$ cat src/rtl/branch_pc_unit.sv
// Branch resolution and program counter: decodes B-type/JAL/JALR outcomes, owns the PC, traps misaligned targets.
// Latency: next PC on o_pc one cycle after the decision; a misaligned transfer reaches TRAP_VEC two cycles after it.
// Backpressure: i_stall freezes PC, counters and FSM in RUN; a pending trap completes regardless of i_stall.
module branch_pc_unit #(
  parameter logic [31:0] RESET_PC = 32'h0000_0000,
  parameter logic [31:0] TRAP_VEC = 32'h0000_0010,
  parameter int          CNT_W    = 16
) (
  input  logic             i_clk,
  input  logic             i_reset,
  input  logic             i_stall,
  input  logic             i_insn_vld,
  input  logic             i_is_branch,
  input  logic             i_is_jal,
  input  logic             i_is_jalr,
  input  logic [2:0]       i_funct3,
  input  logic             i_br_equal,
  input  logic             i_br_less,
  input  logic [31:0]      i_imm,
  input  logic [31:0]      i_rs1_data,
  output logic             o_br_un,
  output logic [31:0]      o_pc,
  output logic [31:0]      o_pc_four,
  output logic             o_taken,
  output logic             o_illegal,
  output logic             o_misalign,
  output logic [CNT_W-1:0] o_br_cnt,
  output logic [CNT_W-1:0] o_taken_cnt
);

  typedef enum logic {
    RUN  = 1'b0,
    TRAP = 1'b1
  } state_t;

  state_t      state;
  state_t      state_nxt;
  logic [31:0] pc_q;
  logic [31:0] pc_nxt;
  logic [CNT_W-1:0] br_cnt_q;
  logic [CNT_W-1:0] taken_cnt_q;

  logic        sel_jalr;
  logic        sel_jal;
  logic        sel_br;
  logic        funct3_bad;
  logic        cond_met;
  logic        active;
  logic        taken;
  logic        illegal;
  logic [31:0] target;
  logic        misaligned;
  logic        advance;
  logic        count_br;

  assign o_pc        = pc_q;
  assign o_pc_four   = pc_q + 32'd4;
  assign o_br_un     = (i_funct3 == 3'b110) || (i_funct3 == 3'b111);
  assign o_misalign  = (state == TRAP);
  assign o_br_cnt    = br_cnt_q;
  assign o_taken_cnt = taken_cnt_q;
  assign o_taken     = taken;
  assign o_illegal   = illegal;

  // Instruction-type priority (jalr > jal > branch) and the per-funct3 branch condition.
  always_comb begin
    sel_jalr   = i_is_jalr;
    sel_jal    = !i_is_jalr && i_is_jal;
    sel_br     = !i_is_jalr && !i_is_jal && i_is_branch;
    funct3_bad = (i_funct3 == 3'b010) || (i_funct3 == 3'b011);
    cond_met   = 1'b0;
    case (i_funct3)
      3'b000:  cond_met = i_br_equal;
      3'b001:  cond_met = !i_br_equal;
      3'b100:  cond_met = i_br_less;
      3'b101:  cond_met = !i_br_less;
      3'b110:  cond_met = i_br_less;
      3'b111:  cond_met = !i_br_less;
      default: cond_met = 1'b0;
    endcase
  end

  // Outcome, target and alignment check; only a taken transfer can be misaligned.
  always_comb begin
    active     = i_insn_vld && (state == RUN);
    taken      = active && (sel_jalr || sel_jal || (sel_br && cond_met));
    illegal    = active && sel_br && funct3_bad;
    if (sel_jalr) begin
      target = (i_rs1_data + i_imm) & ~32'h1;
    end else begin
      target = pc_q + i_imm;
    end
    misaligned = taken && (target[1:0] != 2'b00);
    advance    = (state == RUN) && !i_stall;
    count_br   = advance && i_insn_vld && sel_br && !funct3_bad;
  end

  // FSM next state and next PC: a misaligned jump parks in TRAP for one cycle, then vectors.
  always_comb begin
    state_nxt = state;
    pc_nxt    = pc_q;
    case (state)
      RUN: begin
        if (!i_stall) begin
          if (misaligned) begin
            state_nxt = TRAP;
          end else if (taken) begin
            pc_nxt = target;
          end else begin
            pc_nxt = pc_q + 32'd4;
          end
        end
      end
      TRAP: begin
        state_nxt = RUN;
        pc_nxt    = TRAP_VEC;
      end
      default: begin
        state_nxt = RUN;
        pc_nxt    = pc_q;
      end
    endcase
  end

  // State and PC registers; reset wins over everything, including a pending trap.
  always_ff @(posedge i_clk) begin
    if (i_reset) begin
      state <= RUN;
      pc_q  <= RESET_PC;
    end else begin
      state <= state_nxt;
      pc_q  <= pc_nxt;
    end
  end

  // Saturating debug counters of legal resolved branches and of those taken.
  always_ff @(posedge i_clk) begin
    if (i_reset) begin
      br_cnt_q    <= '0;
      taken_cnt_q <= '0;
    end else if (count_br) begin
      if (!(&br_cnt_q)) begin
        br_cnt_q <= br_cnt_q + 1'b1;
      end
      if (taken && !(&taken_cnt_q)) begin
        taken_cnt_q <= taken_cnt_q + 1'b1;
      end
    end
  end

endmodule

$ cat config.mk
export PLATFORM = sky130hd
export DESIGN_NAME = branch_pc_unit
export DESIGN_NICKNAME = d
export VERILOG_FILES = /design/src/rtl/branch_pc_unit.sv
export SDC_FILE = /design/constraint.sdc
export NUM_CORES = 1
export LEC_CHECK = 0
export ABC_AREA = 1
export CAP_MARGIN = 20
export CORE_AREA = 2 2 140 196
export DETAILED_ROUTE_END_ITERATION = 12
export DIE_AREA = 0 0 142 198
export SYNTH_ARGS = -nofsm -noshare
export SYNTH_HDL_FRONTEND = slang
export SYNTH_SLANG_ARGS = --single-unit
$ cat constraint.sdc
create_clock -name i_clk -period 5.95 [get_ports i_clk]
set_input_delay 0.595 -clock i_clk [delete_from_list [all_inputs] [get_ports i_clk]]
set_output_delay 0.595 -clock i_clk [all_outputs]
set_load 0.02 [all_outputs]
# Word level (Yosys, flattened, before mapping)
# Index checks and enable logic that the tools add are counted.
# Widths: inputs -> output; s select.
# totals
regBits	65
out_inout_bits	100
word_cells	63
in_bits	76
# classes
bitwise	2
add_sub_neg	5
n_reduce_logical	34
eq_ne	9
muxes	9
# ops
cell	n
$mux 32	4
$add 32x32->32	2
$pmux 32 s2	1
$add 16x1->16 const B	2
$add 32x3->32 const B	1
$reduce_and 16->1	2
$logic_and 1x1->1	14
$eq 3x3->1 const B	4
$logic_not 1->1	7
$eq 3x2->1 const B	2
$reduce_and 2->1	3
$logic_or 1x1->1	4
$ne 2x2->1 const B	2
$pmux 1 s4	1
$reduce_or 2->1	2
$eq 3x1->1 const B	1
$logic_not 3->1	1
$mux 1	2
$not 1->1	2
$pmux 1 s2	1
$reduce_bool 2->1	1

# Logic depth before layout (Yosys ltp)
# logic_depth
word_depth	10
ltp_mapped	17

# Least setup slack after synthesis
# No wires, ideal clock.
# synth_timing
path_type	register to output
start	reg pc_q[2], in the netlist o_pc[2]
end	out o_pc_four[20]
required_ps	5355
n_path_buf	0
path_stages_with_launch	8
arrival_ps	1765
setup_slack_ps	3590
path_cell_list	dfxtp_1 -> ha_1 -> nand3_2 -> nor2_1 -> nand2_1 -> nor2_2 -> nand2_1 -> xnor2_1
# synth_between
elab_chain_len	1
# synth_rtl
item	line_no	source
from (decl)	38	logic [31:0] pc_q;
from (signal assigned)	132	pc_q <= pc_nxt;
$add 32x3->32	57	assign o_pc_four = pc_q + 32'd4;
to (decl)	23	output logic [31:0] o_pc_four,
# Every way passes these cells.

# Final worst setup path
# layout_timing
start	in i_is_jalr
end	out o_taken
# layout_between
elab_chain_len	6
word_cells_on_any_way	8
# layout_rtl
item	line_no	source
from (decl)	15	input logic i_is_jalr,
$logic_not 1->1	68, 69	
$logic_and 1x1->1 (2 in a row)	69	sel_br = !i_is_jalr && !i_is_jal && i_is_branch;
$logic_and 1x1->1	86	taken = active && (sel_jalr || sel_jal || (sel_br && cond_met));
$logic_or 1x1->1 *	86	
$logic_and 1x1->1 *	86	
to (decl)	24	output logic o_taken,
# Mark *: on every way between the ends. The rest lies on a longest branch, timed or not.

==> results.txt <==
* Setup Total Neg Slack: 0 ps
- Predominant post-synthesis flop cell: sky130_fd_sc_hd__dfxtp_1
* Critical path required time: around 5400 ps
- P_int: 1130 uW
* Reg2reg path depth: 12
- Type of destination of the critical path: primary output
- H-tree depth: 3
- Clock transition at the registers of the reported paths: ~50 ps
* Outcome: finished, final reports clean
- At the pin with the least slew margin, the transition time is ~1100 ps.
- Final period demand of the worst path: ~3800 ps
- Measured against its own limit, the worst slew margin works out to between 20% and 30%.
* Worst-case register-to-register setup slack: approximately 3300 ps
* HPWL after detailed placement: between 20 and 30 mm
- Maximum number of pins on one net before global-route repair: 45
- The finished cells cover between 0.01 and 0.015 mm2.
- In this run, post-CTS repair resized a total of 0 instances.
- For this run the aggregate overflow at the end of global routing stands at 0.
- Async S/R FF share, synth: 0%
- Clock power frac: between 20% and 30%
- FF-to-FF End: o_pc[13]
- Top-count cell post-synth: sky130_fd_sc_hd__nand2_1
- Hold Path Depth: 2
- In this run the count of I/O pins placed on the die edge is between 150 and 200.
- Worst setup SP type: input pin
- Max Fclk: around 260 MHz
* Number of warnings issued by yosys: 0
* Unrepaired setup endpoints after global routing: false
* TritonCTS clock tree: done
- Of the available clock period, the critical path in the final layout requires 64.5%.
* Vias per cell: between 4 and 5
- The largest individual stage delay along the critical path comes from the cell sky130_fd_sc_hd__clkdlybuf4s50_1.
* Port Buffer Count: approximately 180
- In this run the deepest clock path goes through 2 buffers.
* Number of violations reported at the end of detailed-routing iteration 0: approximately 610
* Die extent in x: approximately 140 um
- Compared with the post-synthesis result, the final layout area differs by 25.9%.
- Pre-CTS setup slack: 2090 ps
- The via count of the first global-routing pass came to 10,700.
- The number of hold violations in the final report came to 0.
- Total CTS buffers: 9
- For this run, design rule violations remaining after detail routing come to 0.
- Of all nets on the critical path, the largest fanout is 36.
* Wire length of the first global-routing pass: roughly 54 mm
- Final setup violating endpoints: 0
* Number of pins with negative max-slew slack in the final report: 0
- Mean Syn Cell Area: about 5.2 um2
* Sum of buffers and inverters on the critical path: 3
- Category of cells accounting for the largest share of critical-path delay: buffers and inverters
- The synthesized design contains 0 enable-type register cells.
* Share of the synthesized area in the top cell type: 27.4%
* Syn Std Cell Area: slightly above 0.009 mm2
* Lkg Pwr: between 0.006 and 0.007 uW
- Power spent charging and discharging nets: ~820 uW
- The repair_antennas step left the layout with diodes totalling 0.
- After floorplanning, the core was divided into 71 placement rows.
- Worst hold path startpoint: o_br_cnt[0]
* IR drop worst, VDD: around 0.14 mV
- Hold-critical path endpoint: o_br_cnt[0]
- Among the stages of the critical path, the cell type that occurs most often is sky130_fd_sc_hd__clkdlybuf4s50_1.
- Synthesis inferred 65 register bits.
- Worst Setup Slack, final: around 2100 ps
- Number of clock sinks seen by CTS: 65
- The pre-antenna-repair detailed-routing pass consisted of 5 iterations.
- Worst Path Arrival: between 3000 and 4000 ps
* Number of distinct standard cells referenced by the synthesized netlist: 37
* Buffers inserted by post-CTS timing repair: 0
* Skew-Pair Late Insertion Delay: between 300 and 400 ps
- The signal on the critical path passes through clkdlybuf4s50_1, nor2_1, o21ai_2, buf_4, clkdlybuf4s50_1.
- The region available for standard cell placement spans about 0.027 mm2.
- Vias after detailed routing: 10,900
- Global routing used between 20 and 25% of the available tracks.
- Top post-synthesis cells by area: sky130_fd_sc_hd__nand2_1, sky130_fd_sc_hd__dfxtp_1, sky130_fd_sc_hd__inv_1, sky130_fd_sc_hd__ha_1, sky130_fd_sc_hd__a21oi_1
- Synthesis produced a netlist whose cell count is about 1,700.
* Antenna Violating Nets Remaining: 0
* Syn nets: approximately 1,900
- Initial antenna violation count: 0
* Sw frac: about 42%
- Sequential fraction of the synthesis area: roughly 14%
- At the end of routability-driven placement, the weighted congestion stood at 0.917.
- For this design, the CTS-stage hold fixing added 0 buffers.
- By count the netlist is led by sky130_fd_sc_hd__nand2_1, sky130_fd_sc_hd__inv_1, sky130_fd_sc_hd__nor2_1.
- Type of the worst min-delay path: register to register
* Proportion of power drawn by combinational gates: 46.2%
- After detailed placement, the total cell area comes to 0.0111 mm2.
* Starting Density: about a third
- For this block, the routed nets add up to 33.8 mm of wire.
* Wire per inst: 15.0 um
- The die covers ~0.028 mm2.
- Worst setup skew after layout: 9.56 ps
- CTS placed an instance of sky130_fd_sc_hd__clkbuf_16 at the clock tree root.
- Layout cells sized above 1: 1.98%
- Library cell occupying the most area in the post-synthesis netlist: sky130_fd_sc_hd__nand2_1
- Sequential fraction of design power: 26.0%
- Filler cell count: around 3,000
- Critical register-to-register path startpoint: o_misalign
- Critical setup path kind: input pin to primary output
- Total power per unit cell area: approximately 170 mW/mm2
- In the final design database the tool counted about 2,100 nets.
- From bottom edge to top edge, the die measures around 200 um.
* Max stage delay on crit path: between 1000 and 1500 ps
* Number of max-cap violations: 0
-- worst register-to-register path: stages (launching register included) --
cell	delay [ps]
sky130_fd_sc_hd__dfxtp_1	380
sky130_fd_sc_hd__inv_2	300
sky130_fd_sc_hd__nand2_1	140
sky130_fd_sc_hd__inv_1	100
sky130_fd_sc_hd__nand3_1	90
sky130_fd_sc_hd__o21ai_2	60
sky130_fd_sc_hd__buf_4	390
sky130_fd_sc_hd__nand2_2	150
sky130_fd_sc_hd__o21ai_2	80
sky130_fd_sc_hd__buf_4	390
sky130_fd_sc_hd__inv_2	210
sky130_fd_sc_hd__o21ai_0	190
sky130_fd_sc_hd__a21oi_1	50
-- power by group through the flow --
stage                     registers [uW]  clock network (uW)  logic [uW]
after global routing                 513                 571        1010
after detailed placement             517                   0         896
after global placement               517                   0         891
final                                508                 544         902
after floorplan                      524                   0         551
after CTS                            507                 549         901
-- placed cells by master (no fill, tap or decap), drive strengths merged, types with 2 or more instances in the layout --
| cell | n |
|---|---|
| buf | 4 |
| clkinvlp | 2 |
| o22ai | 4 |
| nand3b | 2 |
| o21a | 4 |
| clkbuf | 10 |
| or2 | 4 |
| nor3b | 11 |
| xnor2 | 10 |
| a21oi | 127 |
| clkinv | 3 |
| inv | 329 |
| nor2 | 143 |
| and2 | 3 |
| clkdlybuf4s50 | 175 |
| o21ai | 61 |
| nand3 | 123 |
| ha | 64 |
| a21boi | 4 |
| fa | 2 |
| dfxtp | 65 |
| nor3 | 36 |
| nor4 | 8 |
| nand2 | 668 |
| o21bai | 7 |
| nand4 | 17 |
| xor2 | 19 |
| and3 | 5 |
-- area by class of cell --
type	count	area (um2)	area share [%]
repair buffers	179	1780	15.6
well taps	328	410	3.58
clock inverters	6	67.6	0.590
flip-flops and latches	65	1300	11.4
clock buffers	10	239	2.09
inverters	329	1230	10.8
multi-input cells	1326	6420	56.0
-- metal layers --
metal / GRT usage [%] / routed length, um / vias up
met1: 27.3 / 14000 / 4843
met4: 8.22 / 1000 / 0
met2: 45.9 / 17200 / 255
met3: 3.19 / 1540 / 59
li1: - / - / 5787
met5: 0 / 0 / -
-- worst max path at each step --
| stage | start | endpoint | depth (start not counted) |
|---|---|---|---|
| 3_3_place_gp | i_is_jalr | o_taken | 5 |
| 4_1_cts | i_is_jalr | o_taken | 5 |
| 5_1_grt | o_pc[4] | o_pc_four[31] | 9 |
| 2_1_floorplan | o_pc[2] | o_pc_four[20] | 7 |
| 6_report | i_is_jalr | o_taken | 5 |
| 3_5_place_dp | i_is_jalr | o_br_cnt[8] | 10 |
-- sequential cells by signal, indices dropped and copies added (netlist names) --
register / flops
o_pc: 32
o_taken_cnt: 16
o_br_cnt: 16
o_misalign: 1
-- stage by stage --
| step | hold slack, ps | std cells | power [uW] | util, % |
|---|---|---|---|---|
| floorplan | 547 | 1749 | 1070 | - |
| global placement | 486 | 2227 | 1410 | 42.0 |
| detailed placement | 490 | 2227 | 1410 | 42.0 |
| CTS | 501 | 2243 | 1960 | 43.1 |
| global route | 533 | 2243 | 2090 | 43.1 |
| finish | 503 | 2243 | 1950 | 43.1 |
-- logic make-up after synthesis --
group / after synthesis / share of synthesized area (%)
compound gates: 211 / 12.3
xor+xnor: 29 / 2.79
fa+ha+maj: 66 / 9.24
buf+inv: 358 / 15.1
flops: 65 / 14.3
simple gates: 1020 / 46.2
Power figures use the tool's default switching activity.
